--- config.mk ---
export PLATFORM = sky130hd
export DESIGN_NAME = alu_result_stage
export DESIGN_NICKNAME = d
export VERILOG_FILES = /design/src/rtl/alu_result_stage.sv
export SDC_FILE = /design/constraint.sdc
export NUM_CORES = 1
export LEC_CHECK = 0
export BUFFER_PORTS_ARGS = -buffer_cell sky130_fd_sc_hd__buf_2
export CORE_MARGIN = 4
export CORE_UTILIZATION = 45
export DETAILED_ROUTE_END_ITERATION = 8
export PLACE_DENSITY = 0.71
export SLEW_MARGIN = 40
export SYNTH_ARGS = -nofsm -noshare
export SYNTH_HDL_FRONTEND = slang
export SYNTH_SLANG_ARGS = --single-unit
--- constraint.sdc ---
create_clock -name clk -period 2.48 [get_ports clk]
set_input_delay 0.124 -clock clk [delete_from_list [all_inputs] [get_ports clk]]
set_output_delay 0.124 -clock clk [all_outputs]
set_load 0.01 [all_outputs]
--- src/rtl/alu_result_stage.sv ---
// -----------------------------------------------------------------------------
// alu_result_stage
//   Queues ALU results ahead of register-file writeback. Each accepted result
//   ({alu_out, in_dest, in_write}) goes into a small circular buffer and
//   leaves in arrival order on the wb_* handshake. The status register
//   {N,V,Z} is loaded when the result is accepted, not when it is written
//   back, so flag consumers see the update one cycle after the transfer.
//
//   Optional feature macro: ALU_RESULT_BYPASS_EN
//     When defined, an empty queue with in_valid=1 and wb_ready=1 forwards
//     the input straight to wb_* in the same cycle without enqueuing it.
//     When undefined, wb_* are driven only from registered queue state.
//
// Parameters
//   DEPTH     number of queue entries (power of two, 2..8)
// Ports
//   clk       clock, rising edge
//   rst_n     asynchronous active-low reset
//   in_valid  ALU result present          in_ready  stage can accept
//   alu_out   ALU result (16)             Z, V, N   ALU flags
//   in_dest   destination register (3)    in_write  result goes to regfile
//   in_loads  flags load status register
//   wb_valid  writeback entry available   wb_ready  regfile consumes entry
//   wb_data   writeback data (16)         wb_dest   writeback register (3)
//   wb_write  regfile write qualifier     status    status register {N,V,Z}
//   count     occupied entries (4)
// -----------------------------------------------------------------------------
module alu_result_stage #(
    parameter int DEPTH = 2
) (
    input  logic        clk,
    input  logic        rst_n,
    input  logic        in_valid,
    output logic        in_ready,
    input  logic [15:0] alu_out,
    input  logic        Z,
    input  logic        V,
    input  logic        N,
    input  logic [2:0]  in_dest,
    input  logic        in_write,
    input  logic        in_loads,
    output logic        wb_valid,
    input  logic        wb_ready,
    output logic [15:0] wb_data,
    output logic [2:0]  wb_dest,
    output logic        wb_write,
    output logic [2:0]  status,
    output logic [3:0]  count
);

    localparam int         PW      = (DEPTH > 1) ? $clog2(DEPTH) : 1;
    localparam logic [3:0] DEPTH_C = 4'(DEPTH);

    logic [15:0]   r_data  [DEPTH];
    logic [2:0]    r_dest  [DEPTH];
    logic          r_write [DEPTH];
    logic [PW-1:0] r_wptr;
    logic [PW-1:0] r_rptr;
    logic [3:0]    r_count;
    logic [2:0]    r_status;

    logic w_nonempty;
    logic w_in_fire;
    logic w_bypass;
    logic w_push;
    logic w_pop;

    assign w_nonempty = (r_count != 4'd0);

    // A full queue still accepts when the head is leaving on the same edge.
    // Gating with rst_n keeps in_ready low for the whole reset window.
    assign in_ready  = rst_n && ((r_count < DEPTH_C) || wb_ready);
    assign w_in_fire = in_valid && in_ready;

`ifdef ALU_RESULT_BYPASS_EN
    // Empty queue and a consumer ready: hand the result straight through.
    assign w_bypass = rst_n && !w_nonempty && in_valid && wb_ready;
`else
    assign w_bypass = 1'b0;
`endif

    assign w_push = w_in_fire && !w_bypass;
    assign w_pop  = w_nonempty && wb_ready;

    // Storage needs no reset: an entry is only visible while counted.
    always_ff @(posedge clk) begin
        if (w_push) begin
            r_data[r_wptr]  <= alu_out;
            r_dest[r_wptr]  <= in_dest;
            r_write[r_wptr] <= in_write;
        end
    end

    // Pointers wrap naturally because DEPTH is a power of two.
    always_ff @(posedge clk or negedge rst_n) begin
        if (!rst_n) begin
            r_wptr  <= '0;
            r_rptr  <= '0;
            r_count <= 4'd0;
        end else begin
            if (w_push) r_wptr <= r_wptr + PW'(1);
            if (w_pop)  r_rptr <= r_rptr + PW'(1);
            case ({w_push, w_pop})
                2'b10:   r_count <= r_count + 4'd1;
                2'b01:   r_count <= r_count - 4'd1;
                default: r_count <= r_count;
            endcase
        end
    end

    // Flags follow acceptance, independent of writeback timing.
    always_ff @(posedge clk or negedge rst_n) begin
        if (!rst_n) begin
            r_status <= 3'b000;
        end else if (w_in_fire && in_loads) begin
            r_status <= {N, V, Z};
        end
    end

    always_comb begin
        wb_valid = 1'b0;
        wb_data  = 16'h0000;
        wb_dest  = 3'b000;
        wb_write = 1'b0;
        if (w_nonempty) begin
            wb_valid = 1'b1;
            wb_data  = r_data[r_rptr];
            wb_dest  = r_dest[r_rptr];
            wb_write = r_write[r_rptr];
        end else if (w_bypass) begin
            wb_valid = 1'b1;
            wb_data  = alu_out;
            wb_dest  = in_dest;
            wb_write = in_write;
        end
    end

    assign status = r_status;
    assign count  = r_count;

endmodule

==> metrics <==
Placed Area 2380 um^2; worst hold start alu_out[1]; Synth Flop Type edfxtp_1; fin crit share 95.6%; crit path time final 2370 ps; type of origin of the critical path flop; pin count of the biggest net entering global routing 22; critical path cell sequence nor3_2 -> o21a_2 -> nand2_1 -> ha_1 -> xor2_1 -> ha_1 -> a21oi_1 -> xor2_1 -> nor2_1 -> xor2_1; Post-Syn Area 2010 um^2; Most Frequent Cell on Critical Path xor2_1; final wirelength 3810 um; WP data required 2660 ps; setup ws final 108 ps; starting density of the core 46.3%; setup slack, reg-to-reg 110 ps; Worst Reg2Reg Path Length in Cells 10; gr usage total 13.7%; critical path's largest stage delay 460 ps; worst reg2reg path endpoint count[2]; Max-Cap Viols 0; Sw Share 34.6%; sequential area share after synthesis 70.8%; Num CTS Buffers 5; Hold Path Class in2reg; Critical Path Slowest Stage Cell dfrtp_1; max-slew violation count 0; top achievable clock speed 422 MHz; Post-synth ARST share 18.4%; Clock power frac 17.8%; worst hold path cell count 1; nets 227; Diodes inserted 0; Area growth, synth to finish 26.1%; Die H 74.9 um; routed len/inst 15.3 um; worst slew pin tran 429 ps; final non-filler cell area 2540 um^2; Synth warnings 0; setup TNS 0 ps; share of cells above drive strength 1 40.6%; initial antenna violation count 0; pwr dens 998 nW/um^2; root buffer cell clkbuf_8; overall power 2530 uW; status complete, no violations; most frequent cells in the layout buf_2 (56), edfxtp_1 (40), nor2_1 (22); cells after synthesis 127; CP max FO 5; Final ANT Viol Nets 0; first-pass GRT wire length 5600 um; Switching Power 877 uW; Post-Route Skew 2.75 ps; die area 5610 um^2; Post-synth EDFFs 40; vias in the first global route 1231; worst setup path category reg2reg; GR Overflow Total 0; # port buffers 56; Worst setup EP type flop; Syn Nets 158; CTS tree built; vias per cell 4.96; Gate power share 35.7%; Hold EP r_data[0][1]; Worst EP arrival 2550 ps; drt initial violations 61; TritonRoute pass-1 iters 4; Post-route DRC 0; Via Count 1235; Rows 24; Reg power frac 46.4%; max_slew headroom 71.4%; Setup violations, final 0; Final Hold Fails 0; clk sinks 49; Placer Congestion 0.679; Die X-Extent 74.9 um; io pins 57; Worst-path clk slew 80 ps; worst slack, placed 93.4 ps; H-tree levels 2; Reg2Reg Launch Point count[3]; Pleak 0.00107 uW; Clock Latency Late Sink 290 ps; core area 4350 um^2; register bit total from synthesis 49; internal power 1660 uW; HPWL after detailed placement 2700 um; Max VDD drop 0.000602 V; Fillers 348; CTS Buffer Depth 2; Netlist cell types 25; commonest non-fill, non-tap cell in the layout buf_2; syn_area_per_cell 15.9 um^2
==> final cells by class <==
type                            instances  area, um^2  area share [%]
Clock inverter                          2        15.0           0.591
Multi-Input combinational cell         71         567            22.3
Sequential cell                        49        1430            56.3
Tap cell                               52        65.1            2.56
Inverter                                1        3.75           0.148
Clock buffer                            6        72.6            2.86
Timing Repair Buffer                   68         388            15.3
==> power by group through the flow <==
stage          registers [uW]  clock network [uW]  logic [uW]
3_3_place_gp             1170                   0         876
3_5_place_dp             1190                   0         914
4_1_cts                  1170                 468         918
5_1_grt                  1190                 504         990
6_report                 1180                 452         906
2_1_floorplan            1140                   0         595
==> cells in the mapped netlist, types with 2 or more instances <==
| cell | count | share of area (%) |
|---|---|---|
| a21oi_1 | 2 | 0.50 |
| buf_2 | 5 | 1.2 |
| dfrtp_1 | 9 | 11 |
| edfxtp_1 | 40 | 60 |
| ha_1 | 3 | 1.9 |
| mux2_4 | 3 | 2.2 |
| mux2i_1 | 20 | 9.9 |
| nor2_1 | 23 | 4.3 |
| xnor2_1 | 2 | 0.87 |
| xor2_1 | 5 | 2.2 |
==> metrics by stage <==
step                      util, %  std cells  hold WS [ps]
after floorplan                 -        127          -172
after global placement       54.7        234         -10.3
after detailed placement     54.7        234         -2.70
after CTS                    56.9        243          1.61
after global routing         58.3        249         0.153
final                        58.3        249          12.2
==> logic make-up after synthesis <==
kind of cell | Yosys count | synth area share [%]
AOI/OAI and AO/OA | 5 | 1.80
xor gates and xnor gates | 7 | 3.04
adders and majority gates | 3 | 1.86
buffers and inverters | 7 | 1.61
DFF | 49 | 70.8
muxes | 24 | 12.7
and+or+nand+nor | 32 | 8.14
==> metal layers <==
metal | GRT usage [%] | vias up | wire length, um
met5 | 0 | - | 0
met4 | 5.53 | 0 | 84
met3 | 4.67 | 9 | 279
met2 | 24.8 | 47 | 2000
met1 | 14.4 | 584 | 1450
li1 | - | 595 | -
==> sequential cells by signal, summed over array words and instances, names as in the netlist <==
register / count
count: 4
r_data: 32
r_dest: 6
r_rptr: 1
r_wptr: 1
r_write: 2
status: 3
==> worst max-delay path, delay by kind of cell, from the launching register on <==
family / cells / cell delay (ps)
AOI/OAI and AO/OA: 2 / 380
adders and majority gates: 2 / 490
xor gates and xnor gates: 3 / 510
and+or+nand+nor: 3 / 430
DFF: 1 / 460
==> timing repair <==
action                                 in CTS  in global routing
buffers inserted                            0                  0
setup endpoints to repair                   0                  1
hold buffers                                1                  6
resized for setup                           0                  2
endpoints found under the hold margin       9                 12
==> how the worst max path moves through the flow <==
stage	cells past startpoint	end	from
floorplan	5	r_data[0][0]	count[1]
global placement	10	count[2]	count[2]
detailed placement	10	count[2]	count[2]
CTS	10	count[2]	count[2]
global route	10	count[2]	count[2]
finish	10	count[2]	count[3]
Note: power is estimated with default switching activity, not from simulation.
